`src/rtl/mprj_wb_guard.sv`:
```
// Wishbone guard between the management core's user-project master port and the user bus.
// Forwards one registered request at a time and aborts it with ERR_DATA if the slave never acks.
module mprj_wb_guard #(
   parameter int unsigned TIMEOUT  = 255,
   parameter logic [31:0] ERR_DATA = 32'hDEAD_BEEF
) (
   input  logic        core_clk,
   input  logic        core_rst,
   input  logic        mprj_wb_iena,
   input  logic        mprj_cyc_i,
   input  logic        mprj_stb_i,
   input  logic        mprj_we_i,
   input  logic [3:0]  mprj_sel_i,
   input  logic [31:0] mprj_adr_i,
   input  logic [31:0] mprj_dat_i,
   output logic        mprj_ack_o,
   output logic [31:0] mprj_dat_o,
   output logic        u_cyc_o,
   output logic        u_stb_o,
   output logic        u_we_o,
   output logic [3:0]  u_sel_o,
   output logic [31:0] u_adr_o,
   output logic [31:0] u_dat_o,
   input  logic        u_ack_i,
   input  logic [31:0] u_dat_i,
   input  logic        timeout_clr,
   output logic        timeout_flag,
   output logic [31:0] timeout_addr
);

   localparam int            CW       = $clog2(TIMEOUT + 1);
   localparam logic [CW-1:0] CNT_LAST = CW'(TIMEOUT - 1);

   typedef enum logic [1:0] {
      IDLE   = 2'd0,
      ACTIVE = 2'd1,
      RESP   = 2'd2
   } state_t;

   state_t        state_q;
   logic [CW-1:0] cnt_q;
   logic          ack_q;
   logic [31:0]   rdat_q;
   logic          u_cyc_q;
   logic          u_stb_q;
   logic          u_we_q;
   logic [3:0]    u_sel_q;
   logic [31:0]   u_adr_q;
   logic [31:0]   u_dat_q;
   logic          tmo_flag_q;
   logic [31:0]   tmo_addr_q;

   logic req;
   logic cnt_done;

   assign req      = mprj_cyc_i & mprj_stb_i;
   assign cnt_done = (cnt_q == CNT_LAST);

   always_ff @(posedge core_clk or posedge core_rst) begin
      if (core_rst) begin
         state_q    <= IDLE;
         cnt_q      <= '0;
         ack_q      <= 1'b0;
         rdat_q     <= '0;
         u_cyc_q    <= 1'b0;
         u_stb_q    <= 1'b0;
         u_we_q     <= 1'b0;
         u_sel_q    <= '0;
         u_adr_q    <= '0;
         u_dat_q    <= '0;
         tmo_flag_q <= 1'b0;
         tmo_addr_q <= '0;
      end else begin
         ack_q <= 1'b0;
         // A timeout later in this block overrides the clear.
         if (timeout_clr) begin
            tmo_flag_q <= 1'b0;
         end
         case (state_q)
            IDLE: begin
               if (req) begin
                  if (mprj_wb_iena) begin
                     u_we_q  <= mprj_we_i;
                     u_sel_q <= mprj_sel_i;
                     u_adr_q <= mprj_adr_i;
                     u_dat_q <= mprj_dat_i;
                     u_cyc_q <= 1'b1;
                     u_stb_q <= 1'b1;
                     cnt_q   <= '0;
                     state_q <= ACTIVE;
                  end else begin
                     rdat_q  <= ERR_DATA;
                     ack_q   <= 1'b1;
                     state_q <= RESP;
                  end
               end
            end
            ACTIVE: begin
               if (u_ack_i) begin
                  rdat_q  <= u_dat_i;
                  u_cyc_q <= 1'b0;
                  u_stb_q <= 1'b0;
                  ack_q   <= 1'b1;
                  state_q <= RESP;
               end else if (cnt_done) begin
                  rdat_q     <= ERR_DATA;
                  u_cyc_q    <= 1'b0;
                  u_stb_q    <= 1'b0;
                  tmo_flag_q <= 1'b1;
                  tmo_addr_q <= u_adr_q;
                  ack_q      <= 1'b1;
                  state_q    <= RESP;
               end else if (!mprj_cyc_i) begin
                  u_cyc_q <= 1'b0;
                  u_stb_q <= 1'b0;
                  state_q <= IDLE;
               end else begin
                  cnt_q <= cnt_q + CW'(1);
               end
            end
            RESP: begin
               state_q <= IDLE;
            end
            default: begin
               state_q <= IDLE;
            end
         endcase
      end
   end

   assign mprj_ack_o   = ack_q;
   assign mprj_dat_o   = rdat_q;
   assign u_cyc_o      = u_cyc_q;
   assign u_stb_o      = u_stb_q;
   assign u_we_o       = u_we_q;
   assign u_sel_o      = u_sel_q;
   assign u_adr_o      = u_adr_q;
   assign u_dat_o      = u_dat_q;
   assign timeout_flag = tmo_flag_q;
   assign timeout_addr = tmo_addr_q;

endmodule
```
`config.mk`:
```
export PLATFORM = sky130hd
export DESIGN_NAME = mprj_wb_guard
export DESIGN_NICKNAME = d
export VERILOG_FILES = /design/src/rtl/mprj_wb_guard.sv
export SDC_FILE = /design/constraint.sdc
export NUM_CORES = 1
export LEC_CHECK = 0
export BUFFER_PORTS_ARGS = -buffer_cell sky130_fd_sc_hd__buf_2
export CAP_MARGIN = 20
export CELL_PAD_IN_SITES_DETAIL_PLACEMENT = 1
export CELL_PAD_IN_SITES_GLOBAL_PLACEMENT = 1
export CORE_MARGIN = 3
export CORE_UTILIZATION = 34
export CTS_CLUSTER_SIZE = 12
export DETAILED_ROUTE_END_ITERATION = 8
export PLACE_DENSITY = 0.8
export SKIP_LAST_GASP = 1
export SYNTH_ARGS = -nofsm -noshare
export SYNTH_HDL_FRONTEND = slang
export SYNTH_SLANG_ARGS = --single-unit
```
`constraint.sdc`:
```
create_clock -name core_clk -period 3.9 [get_ports core_clk]
set_input_delay 0.195 -clock core_clk [delete_from_list [all_inputs] [get_ports core_clk]]
set_output_delay 0.195 -clock core_clk [all_outputs]
set_load 0.05 [all_outputs]
```
-- After elaboration in Yosys (flattened, before gate mapping)
Index checks and enable logic that the tools add are counted.
- word-level logic and storage cells: 64
- flip-flop bits (word level): 146
- bits of input ports: 108
- output and inout bits: 137
- mux-type cells: 32
- add/subtract/negate cells: 1
- bitwise gates (word level): 2
- eq/ne operators: 10
- reductions and logical operators: 8
- operators by type and width (cell ; number):
    2-to-1 mux 32 bit ; 4
    one-hot mux 32 bit (2 select lines) ; 1
    2-to-1 mux 8 bit ; 5
    one-hot mux 8 bit (2 select lines) ; 1
    2-to-1 mux 1 bit ; 13
    inequality test 2 bit, second input constant ; 6
    2-to-1 mux 2 bit ; 5
    adder 8 x 1 -> 8 bit, second input constant ; 1
    equality test 8 bit, second input constant ; 1
    AND reduction 4 bit ; 2
    AND reduction 3 bit ; 2
    AND reduction 6 bit ; 1
    inequality test 4 bit, second input constant ; 1
    one-hot mux 1 bit (2 select lines) ; 2
    one-hot mux 2 bit (2 select lines) ; 1
    inequality test 3 bit, second input constant ; 1
    equality test 2 x 1 -> 1 bit, second input constant ; 1
    logical NOT 2 bit ; 1
    AND reduction 2 bit ; 1
    nonzero test 2 bit ; 1
    bitwise AND 1 bit ; 1
    NOT 1 bit ; 1

-- Logic depth before layout (Yosys ltp)
Gate-level depths: netlist of run 1.
- depth after elaboration: 5
- depth in mapped cells: 9
- depth with buffers taken out: 7

-- Least setup slack after synthesis of run 1
Ideal clock, no wire load.
- path kind: register to register
- start point: register cnt_q[0]
- end point: register tmo_addr_q[0], in the netlist timeout_addr[0]
- setup time: 0.125 ns
- setup slack: 2.015 ns
- data arrival time: 1.760 ns
- required time: 3.775 ns
- cell stages (with the launch flop): 8
- path through: dfrtp_1 > inv_1 > ha_1 > nand4_2 > or2_4 > nor3_4 > buf_2 > mux2_2
- word-level cells in the longest chain between the ends: 2
- RTL lines (what ; line ; source):
    from (decl) ; 41 ; logic [CW-1:0] cnt_q;
    from (signal assigned) ; 118 ; cnt_q <= cnt_q + CW'(1);
    equality test 8 bit ; 57 ; assign cnt_done = (cnt_q == CNT_LAST);
    AND reduction 3 bit (no line) ; -- ;
    to (signal assigned) ; 110 ; tmo_addr_q <= u_adr_q;
    to (decl) ; 51 ; logic [31:0] tmo_addr_q;
No other way between the ends.
A chain may end at the register's enable or synchronous reset.

-- Worst setup path after layout of run 1
- start point: register state_q[0]
- end point: register rdat_q[28], in the netlist mprj_dat_o[28]
- word-level cells in the longest chain between the ends: 3
- RTL lines (what ; line ; source):
    from (decl) ; 40 ; state_t state_q;
    from (signal assigned) ; 61 ; state_q <= IDLE;
    from (signal assigned) ; 90 ; state_q <= ACTIVE;
    from (signal assigned) ; 94 ; state_q <= RESP;
    equality test 2 x 1 -> 1 bit or logical NOT 2 bit (tied branches) ; 79 ; case (state_q)
    inequality test 3 bit (no line), or another cell as far along ; -- ;
    AND reduction 4 bit (no line) ; -- ;
    to (signal assigned) ; 100 ; rdat_q <= u_dat_i;
    to (decl) ; 43 ; logic [31:0] rdat_q;
Several ways; a longest one is shown, not always the timed one.

==> key figures, run 1 <==
Detailed routing
  – Pre-antenna DRT Iters: 4
  – # DRC: 0
  – Post-DRT Antenna Nets: 0
  – Initial drt markers: 184
  – Drt wl/cell: 18.2 um
  – Final wirelength: 15500 um
  – Total number of vias: 4123
  – DR vias/cell: 4.83

Cells and area
  – Post-Layout Cell Count: 854
  – Fillers: 1719
  – Share of layout cells above drive strength 1: 65.0%
  – Layout area overhead: 38.2%
  – Nets: 736
  – Most frequent cells in the layout: 244 x buf_2, 146 x dfrtp_1, 98 x mux2_2, 24 x o22a_2, 18 x dlygate4sd3_1
  – Leading cell type in the layout, fill and taps excluded: buf_2

Critical path
  – Crit. End Element: flop
  – FF-to-FF Start: state_q[0]
  – CP max FO: 24
  – R2R setup slack: 1.69 ns
  – Worst setup SP type: flop
  – FF-to-FF path depth: 3
  – WS Path Type: flop to flop
  – Critical path arrival: 2.51 ns
  – Critical path endpoint: mprj_dat_o[28]
  – Setup crit start: state_q[0]
  – Critical Path RT: 4.19 ns
  – FF-to-FF End: mprj_dat_o[28]

Placed design
  – Gpl congestion: 0.737
  – IO buf count: 244
  – DP Wirelength: 11000 um
  – Placed Instances: 804

Timing
  – Least-Margin Pin Slew: 0.864 ns
  – Worst hold slack: 0.0230 ns
  – Peak Freq: 0.451 GHz
  – Crit path time final: 2.21 ns
  – Clock skew: 0.00977 ns
  – Setup TNS: 0 ns
  – Final setup fails: 0
  – Final period utilization: 56.8%
  – Rel. slew slack: 42.2%
  – Fin. Hold Viols: 0
  – Final Max Slew Viols: 0
  – RSZ-0062 raised after global routing: false

Synth
  – Synthesized area: 0.00563 sq mm
  – Number of flops mapped to enable cells by yosys: 0
  – Synth Net Count: 467
  – Sequential share of the synthesized area: 64.9%
  – Syn. warnings: 0
  – Post-synth ARST share: 100%
  – Flops & latches, synth: 146
  – Library cells used by synthesis: 38
  – Synth Instances: 357
  – Primary FF master, synth: dfrtp_1
  – Mean post-synth cell area: 15.8 sq um

Clock network
  – Sink Count: 146
  – CTS Hold Bufs: 17
  – Post-CTS setup buffer count: 0
  – Cts repair resizes: 0
  – Clock buffers created by TritonCTS: 17
  – CTS tree: done
  – Htree depth: 4
  – Skew-Pair Late Insertion Delay: 0.41 ns
  – Clk buf depth: 2
  – Worst-path clk slew: 0.06 ns
  – CTS root buf: clkbuf_16

Min path
  – Hold WC Path Type: input pin to flop

Power and ir drop
  – Pleak: 3.82 nW
  – Max VDD drop: 337 uV
  – Power Density: 653 mW/mm^2

Floorplanning
  – Number of I/O pins: 245
  – Full die area: 0.0181 sq mm
  – Core ar.: 0.0161 sq mm
  – Die W: 135 um
  – Initial Util: 35.1%
  – Rows: 46
  – Die height: 135 um

GRT
  – Initial antenna violation count: 1
  – GRT Util Overall: 16.9%
  – Largest net degree at the start of global routing: 86
  – First-pass GRT wire length: 24000 um
  – Vias in the first global route: 4624
  – Grt ovf: 0

Job
  – Max-cap viol count: 0

Run status
  – Status: finished, final reports clean
## where the power goes
group          internal (W)  total (W)  switching [W]
clock              0.000900    0.00149       0.000587
combinational      0.000434    0.00163        0.00120
sequential          0.00178    0.00196       0.000182
total               0.00312    0.00508        0.00197
## worst min-delay path by stage
stage	startpoint	end	slack, ns	depth (start not counted)
2_1_floorplan	u_dat_i[14]	mprj_dat_o[14]	0.34	1
3_3_place_gp	u_dat_i[20]	mprj_dat_o[20]	0.43	2
3_5_place_dp	u_dat_i[14]	mprj_dat_o[14]	0.43	2
4_1_cts	mprj_sel_i[1]	u_sel_o[1]	0.0004	2
5_1_grt	u_dat_i[5]	mprj_dat_o[5]	0.002	2
6_report	mprj_adr_i[2]	u_adr_o[2]	0.02	2
## cell families after synthesis
kind of cell / after synthesis / synth area share, %
buffers and inverters: 28 / 3.24
adder cells (fa/ha/maj): 2 / 0.444
multiplexers: 102 / 20.4
flip-flops: 146 / 64.9
AO/OA/AOI/OAI: 56 / 8.49
AND/OR/NAND/NOR: 23 / 2.58
## registers in the layout, indices dropped and copies added, names as in the netlist
name          cells
cnt_q             8
mprj_ack_o        1
mprj_dat_o       32
state_q           2
timeout_addr     32
timeout_flag      1
u_adr_o          32
u_dat_o          32
u_sel_o           4
u_stb_o           1
u_we_o            1
## stage by stage
step	util, %	setup slack [ns]	cell area [sq um]	power [W]
5_1_grt	48.5	1.53	7780	0.00531
2_1_floorplan	-	1.87	5640	0.00317
4_1_cts	48.3	1.70	7750	0.00514
3_3_place_gp	43.9	1.82	7050	0.00355
6_report	48.5	1.69	7780	0.00508
3_5_place_dp	43.9	1.74	7050	0.00362
## layout make-up
type / count / area [sq um] / share of cell area (%)
Clock inverter: 6 / 57.6 / 0.739
Tap cell: 216 / 270 / 3.47
Sequential cell: 146 / 3650 / 46.9
Clock buffer: 24 / 472 / 6.06
Antenna cell: 1 / 2.50 / 0.0321
Inverter: 10 / 53.8 / 0.691
Multi-Input combinational cell: 183 / 1800 / 23.2
Timing Repair Buffer: 268 / 1470 / 18.9
## routing by layer
layer / track usage [%] / up-vias / share of wire (%)
met5: 0 / - / 0
met4: 7.64 / 0 / 2.3
met3: 5.74 / 25 / 7.1
met2: 30.7 / 150 / 54
met1: 17.6 / 2105 / 36
li1: - / 1843 / -
## critical path: stages (launching register included)
cell and delay, ns:
dfrtp_1 0.49, nor2b_1 0.50, nand2_1 0.64, o22a_2 0.46
## synthesized netlist by cell type (2+ instances only)
cell type / count / area, sq um
buf_6: 2 / 22.5
buf_12: 2 / 40.0
nor2b_1: 2 / 12.5
ha_1: 2 / 25.0
mux2_2: 98 / 1100
inv_1: 9 / 33.8
a22o_2: 8 / 80.1
mux2_1: 4 / 45.0
nand3_1: 3 / 15.0
o211ai_1: 3 / 22.5
o21ai_0: 6 / 30.0
a31oi_1: 3 / 18.8
dfrtp_1: 146 / 3650
a21oi_1: 5 / 25.0
o22a_2: 24 / 240
clkbuf_1: 2 / 7.51
buf_2: 11 / 55.1
nor2_1: 5 / 18.8
nand2_1: 3 / 11.3
No activity file was read; power rests on OpenSTA's default activity.
==> run 2: changes to the inputs <==
--- a/config.mk
+++ b/config.mk
@@ -10,10 +10,10 @@
 export CELL_PAD_IN_SITES_DETAIL_PLACEMENT = 1
 export CELL_PAD_IN_SITES_GLOBAL_PLACEMENT = 1
 export CORE_MARGIN = 3
-export CORE_UTILIZATION = 34
+export CORE_UTILIZATION = 37
 export CTS_CLUSTER_SIZE = 12
 export DETAILED_ROUTE_END_ITERATION = 8
-export PLACE_DENSITY = 0.8
+export PLACE_DENSITY = 0.82
 export SKIP_LAST_GASP = 1
 export SYNTH_ARGS = -nofsm -noshare
 export SYNTH_HDL_FRONTEND = slang
==> constraint.sdc (replaced) <==
create_clock -name core_clk -period 2.2 [get_ports core_clk]
set_input_delay 0.11 -clock core_clk [delete_from_list [all_inputs] [get_ports core_clk]]
set_output_delay 0.11 -clock core_clk [all_outputs]
set_load 0.05 [all_outputs]
==> key figures, run 2 (synthesized netlist as in run 1, its figures left out) <==
GRT
  – Vias in the first global route: 5206 (+13%)
  – First-pass GRT wire length: 27900 um (+16%)
  – Largest net degree at the start of global routing: 75 (-13%)
  – Initial antenna violation count: 0 (-1)
  – Grt ovf: 0 (unchanged)
  – GRT Util Overall: 21.8% (+4.9 points)

Min path
  – Hold WC Path Type: input pin to flop

Timing
  – Least-Margin Pin Slew: 0.508 ns (-0.357 ns)
  – Worst hold slack: 0.0160 ns (-0.00700 ns)
  – Final period utilization: 96.1% (+39 points)
  – Peak Freq: 0.473 GHz (+4.8%)
  – Crit path time final: 2.11 ns (-0.101 ns)
  – Fin. Hold Viols: 0 (unchanged)
  – Final Max Slew Viols: 0 (unchanged)
  – Clock skew: 0.00754 ns (-0.00223 ns)
  – RSZ-0062 raised after global routing: true
  – Rel. slew slack: 66.0% (+24 points)
  – Final setup fails: 0 (unchanged)

Cells and area
  – Most frequent cells in the layout: 244 x buf_2, 146 x dfrtp_1, 102 x dlygate4sd3_1, 98 x mux2_2, 24 x o22a_2
  – Fin area: 0.00869 sq mm (+12%)
  – Layout area overhead: 54.3%
  – Final core occ: 59.1% (+11 points)
  – Nets: 825 (+12%)
  – Leading cell type in the layout, fill and taps excluded: buf_2
  – Share of layout cells above drive strength 1: 57.8% (-7.2 points)
  – ANT cells: 0 (-1)

Detailed routing
  – Final wirelength: 18000 um (+16%)
  – DR vias/cell: 4.92 (+1.8%)
  – Drt wl/cell: 19.8 um (+8.7%)
  – Post-DRT Antenna Nets: 0 (unchanged)
  – Total number of vias: 4479 (+8.6%)
  – Pre-antenna DRT Iters: 4 (unchanged)
  – Initial drt markers: 171 (-7.1%)
  – # DRC: 0 (unchanged)

Floorplanning
  – Die height: 129 um (-4.0%)
  – Die W: 129 um (-4.0%)
  – Full die area: 0.0167 sq mm (-7.8%)
  – Core ar.: 0.0147 sq mm (-8.5%)
  – Initial Util: 38.3% (+3.2 points)
  – Rows: 44 (-4.3%)
  – Number of I/O pins: 245 (unchanged)

Power and ir drop
  – Max VDD drop: 627 uV (+86%)
  – Pleak: 4.22 nW (+10%)
  – Power Density: 1060 mW/mm^2 (+63%)

Clock network
  – Clk buf depth: 2 (unchanged)
  – Sink Count: 146 (unchanged)
  – CTS tree: done
  – Worst-path clk slew: 0.06 ns (about the same)
  – CTS root buf: clkbuf_16
  – Clock buffers created by TritonCTS: 17 (unchanged)
  – Skew-Pair Late Insertion Delay: 0.41 ns (about the same)
  – Htree depth: 4 (unchanged)

Critical path
  – Worst setup SP type: flop
  – Critical Path RT: 2.49 ns (-1.70 ns)
  – Delay-heaviest family, CP: simple AND/OR/NAND/NOR gates
  – Critical path arrival: 2.40 ns (-0.11 ns)
  – CP Buf/Inv Count: 3 (+3)
  – CP max FO: 9 (-63%)
  – CP Cell Sequence: inv_1 -> ha_1 -> nand4_2 -> or2_4 -> nor3_4 -> buf_12 -> buf_4 -> mux2_2
  – WS Path Type: flop to flop
  – CP max stage delay: 0.42 ns (-0.22 ns)
  – CP max stage cell: dfrtp_1
  – Crit. End Element: flop

Placed design
  – Gpl congestion: 0.766 (+4.0%)
  – Post-DP Area: 0.00708 sq mm (+0.39%)
  – DP Wirelength: 10900 um (-0.99%)
  – IO buf count: 244 (unchanged)

Job
  – Max-cap viol count: 0 (unchanged)

Run status
  – Status: finished, final reports clean
[run 2: final cells by class]
| class | count | area (sq um) |
|---|---|---|
| clock buffer | 26 | 489 |
| clock inverter | 5 | 52.6 |
| fill | 1499 | 6010 |
| inverter | 10 | 53.8 |
| multi-input combinational | 183 | 1810 |
| sequential | 146 | 3650 |
| tap | 184 | 230 |
| timing repair buffer | 357 | 2400 |
[run 2: where the power goes]
group / internal (W) / total, W / switching [W]
clock network: 0.00164 / 0.00269 / 0.00105
registers: 0.00316 / 0.00350 / 0.000341
logic: 0.000873 / 0.00306 / 0.00218
[run 2: timing repair]
item | 4_1_cts | 5_1_grt
hold buffers | 102 | 0
gates resized for setup | 0 | 1
buffers inserted | 0 | 1
endpoints found under the setup margin | 0 | 64
endpoints found under the hold margin | 247 | 0
[run 2: worst register-to-register path: cells and delay by family, from the launching register on]
kind | cells | cell delay [ns]
muxes | 1 | 0.35
buffers and inverters | 3 | 0.45
adders and majority gates | 1 | 0.19
DFF | 1 | 0.42
and+or+nand+nor | 3 | 0.60
[run 2: metrics by stage]
step / TNS [ns] / cells / total power (W) / worst slack (ns)
after floorplan: 0 / 357 / 0.00563 / 0.257
after global placement: 0 / 776 / 0.00630 / 0.208
after detailed placement: 0 / 776 / 0.00641 / 0.132
after CTS: 0 / 909 / 0.00927 / 0.0227
after global routing: -0.468 / 911 / 0.00964 / -0.0411
final: 0 / 911 / 0.00924 / 0.0857
[run 2: worst paths after layout]
check | slack [ns] | end | start | depth (start not counted)
setup reg to reg | 0.09 | timeout_addr[28] | cnt_q[0] | 8
max in group asynchronous | 1.46 | timeout_addr[14] | core_rst | 4
hold / removal | 0.02 | timeout_flag | timeout_clr | 3
setup / recovery | 0.09 | timeout_addr[28] | cnt_q[0] | 8
min in group asynchronous | 0.41 | u_adr_o[20] | core_rst | 4
hold reg to reg | 0.48 | timeout_addr[20] | timeout_addr[20] | 1
[run 2: layer usage]
metal	part of all wire [%]	vias to the layer above	global-route usage [%]
li1	-	2022	-
met1	36	2269	21.9
met2	57	158	42.3
met3	5.4	30	5.56
met4	2.5	0	8.96
met5	0	-	0
==> run 3: changes to the inputs <==
--- a/config.mk
+++ b/config.mk
@@ -10,10 +10,10 @@
 export CELL_PAD_IN_SITES_DETAIL_PLACEMENT = 1
 export CELL_PAD_IN_SITES_GLOBAL_PLACEMENT = 1
 export CORE_MARGIN = 3
-export CORE_UTILIZATION = 37
+export CORE_UTILIZATION = 34
 export CTS_CLUSTER_SIZE = 12
 export DETAILED_ROUTE_END_ITERATION = 8
-export PLACE_DENSITY = 0.82
+export PLACE_DENSITY = 0.8
 export SKIP_LAST_GASP = 1
 export SYNTH_ARGS = -nofsm -noshare
 export SYNTH_HDL_FRONTEND = slang
==> constraint.sdc (replaced) <==
create_clock -name core_clk -period 1.7 [get_ports core_clk]
set_input_delay 0.085 -clock core_clk [delete_from_list [all_inputs] [get_ports core_clk]]
set_output_delay 0.085 -clock core_clk [all_outputs]
set_load 0.05 [all_outputs]
==> key figures, run 3 (synthesized netlist as in run 1, its figures left out) <==
GRT
  – Vias in the first global route: 5408 (+3.9%)
  – Grt ovf: 0 (unchanged)
  – Met3 Track Usage GR: 5.59% (+0.024 points)
  – Grt met1 use: 22.8% (+0.85 points)
  – First-pass GRT wire length: 30300 um (+8.4%)
  – GRT Util Overall: 21.6% (-0.20 points)
  – GRT met2 Usage: 41.4% (-0.85 points)
  – Initial antenna violation count: 0 (unchanged)
  – Largest net degree at the start of global routing: 59 (-21%)
  – Gr busiest metal: met2

Run status
  – Status: finished, violations left
  – Failing checks: negative setup slack

Power and ir drop
  – Max VDD drop: 807 uV (+29%)
  – Total power: 0.0126 W (+36%)
  – Power Density: 1350 mW/mm^2 (+27%)
  – Pleak: 4.49 nW (+6.4%)

Timing
  – RSZ-0062 raised after global routing: true
  – Final period utilization: 113% (+17 points)
  – Fin. Hold Viols: 0 (unchanged)
  – Clock skew: 0.0107 ns (+0.00312 ns)
  – Least-Margin Pin Slew: 0.531 ns (+0.0234 ns)
  – Slack of the critical path: -0.218 ns (-0.304 ns)
  – Crit path time final: 1.92 ns (-0.196 ns)
  – Rel. slew slack: 64.5% (-1.5 points)
  – Peak Freq: 0.521 GHz (+10%)
  – Final setup fails: 72 (+72)
  – Final Max Slew Viols: 0 (unchanged)

Cells and area
  – ANT cells: 0 (unchanged)
  – Nets: 858 (+4.0%)
  – Share of layout cells above drive strength 1: 61.6% (+3.9 points)
  – Final core occ: 58.3% (-0.86 points)
  – Post-Layout Cell Count: 977 (+7.2%)
  – Layout area overhead: 66.1%
  – Most frequent cells in the layout: 244 x buf_2, 146 x dfrtp_1, 103 x dlygate4sd3_1, 84 x mux2_2, 25 x buf_4
  – Leading cell type in the layout, fill and taps excluded: buf_2

Floorplanning
  – Full die area: 0.0181 sq mm (+8.4%)
  – Initial Util: 35.1% (-3.2 points)
  – Die height: 135 um (+4.1%)
  – Rows: 46 (+4.5%)
  – Die W: 135 um (+4.1%)
  – Number of I/O pins: 245 (unchanged)
  – Core ar.: 0.0161 sq mm (+9.2%)

Critical path
  – FF-to-FF path depth: 8 (unchanged)
  – CP Cell Sequence: inv_2 -> ha_4 -> nand4_4 -> or2_4 -> nor3_4 -> buf_12 -> clkbuf_16 -> mux2_2
  – Critical Path RT: 1.99 ns (-0.50 ns)
  – WS Path Type: flop to flop
  – CP max FO: 8 (-1)
  – CP max stage cell: dfrtp_1
  – Crit. End Element: flop
  – CP max stage delay: 0.39 ns (-0.03 ns)
  – Worst setup SP type: flop
  – Critical path arrival: 2.21 ns (-0.19 ns)

Clock network
  – Sink Count: 146 (unchanged)
  – CTS root buf: clkbuf_16
  – Clk buf depth: 2 (unchanged)
  – Skew-Pair Late Insertion Delay: 0.41 ns (about the same)
  – Worst-path clk slew: 0.06 ns (about the same)
  – Clock buffers created by TritonCTS: 17 (unchanged)
  – CTS tree: done
  – Htree depth: 4 (unchanged)

Detailed routing
  – Final wirelength: 20000 um (+11%)
  – Initial drt markers: 120 (-30%)
  – # DRC: 0 (unchanged)
  – DR vias/cell: 4.75 (-3.4%)
  – Total number of vias: 4642 (+3.6%)
  – Pre-antenna DRT Iters: 4 (unchanged)
  – Post-DRT Antenna Nets: 0 (unchanged)
  – Drt wl/cell: 20.4 um (+3.4%)

Min path
  – Hold WC Path Type: input pin to flop
  – Worst Hold Path Cells: 4 (+1)

Placed design
  – Gpl congestion: 0.753 (-1.7%)
  – IO buf count: 244 (unchanged)
  – Placed Instances: 823 (+6.1%)
  – DP Wirelength: 11300 um (+3.4%)

Job
  – Max-cap viol count: 0 (unchanged)
## run 3: cell types whose count changed in the layout (fill, tap and decap cells not counted), moves of 2 or more
cell and delta:
buf_4 +20, inv_6 +3, mux2_1 -4, o21ai_0 -2
clkbuf_16 +2, clkbuf_1 -5, bufinv_16 +2, mux2_4 +18
buf_16 +3, clkinv_2 -2, mux2_2 -14, buf_6 +4
## run 3: worst paths after layout
kind / startpoint / end / slack [ns]
min reg2reg: mprj_dat_o[7] / mprj_dat_o[7] / 0.49
max reg2reg: cnt_q[0] / timeout_addr[10] / -0.22
max in group asynchronous: core_rst / mprj_dat_o[26] / 0.74
max: cnt_q[0] / timeout_addr[10] / -0.22
min in group asynchronous: core_rst / u_dat_o[2] / 0.29
min: mprj_cyc_i / cnt_q[4] / 0.17
## run 3: worst max-delay path: cells and delay by family, from the launching register on
family                   cells  cell delay, ns
adder cells (fa/ha/maj)      1            0.15
buffers and inverters        3            0.42
flip-flops                   1            0.39
multiplexers                 1            0.33
AND/OR/NAND/NOR              3            0.52
## run 3: per-layer routing
metal	vias up	part of all wire, %
li1	2087	-
met1	2335	36
met2	179	55
met3	41	5.9
met4	0	2.6
met5	-	0
## run 3: metrics by stage
step | instance area, sq um | hold slack (ns) | setup TNS [ns] | setup WS, ns
floorplan | 5740 | 0.229 | -37.76 | -0.218
global placement | 7350 | 0.150 | -5.17 | -0.132
detailed placement | 7350 | 0.153 | -9.19 | -0.209
finish | 9360 | 0.169 | -10.98 | -0.218
global route | 9360 | 0.177 | -15.41 | -0.258
CTS | 9170 | 0.0424 | -11.04 | -0.199
## run 3: area by class of cell
class                           count  area, sq um
Fill cell                        1615         6700
Timing Repair inverter              1         16.3
Tap cell                          216          270
Multi-Input combinational cell    183         1940
Clock inverter                     10          145
Clock buffer                       22          484
Inverter                           10         57.6
Timing Repair Buffer              389         2790
Sequential cell                   146         3650
## run 3: power breakdown
group,internal [W],leakage (nW),switching [W],total [W]
registers,0.00409,1.77,0.000428,0.00451
logic,0.00125,2.41,0.00291,0.00416
clock network,0.00248,0.304,0.00146,0.00394
total,0.00782,4.49,0.00479,0.0126
## run 3: timing repair
item                                    CTS  global route
endpoints found under the setup margin   71           142
setup buffers                             4             9
hold endpoints to repair                118             0
hold buffers                            103             0
pin swaps                                 2             4
gates resized for setup                   5            17
cloned                                    4             4
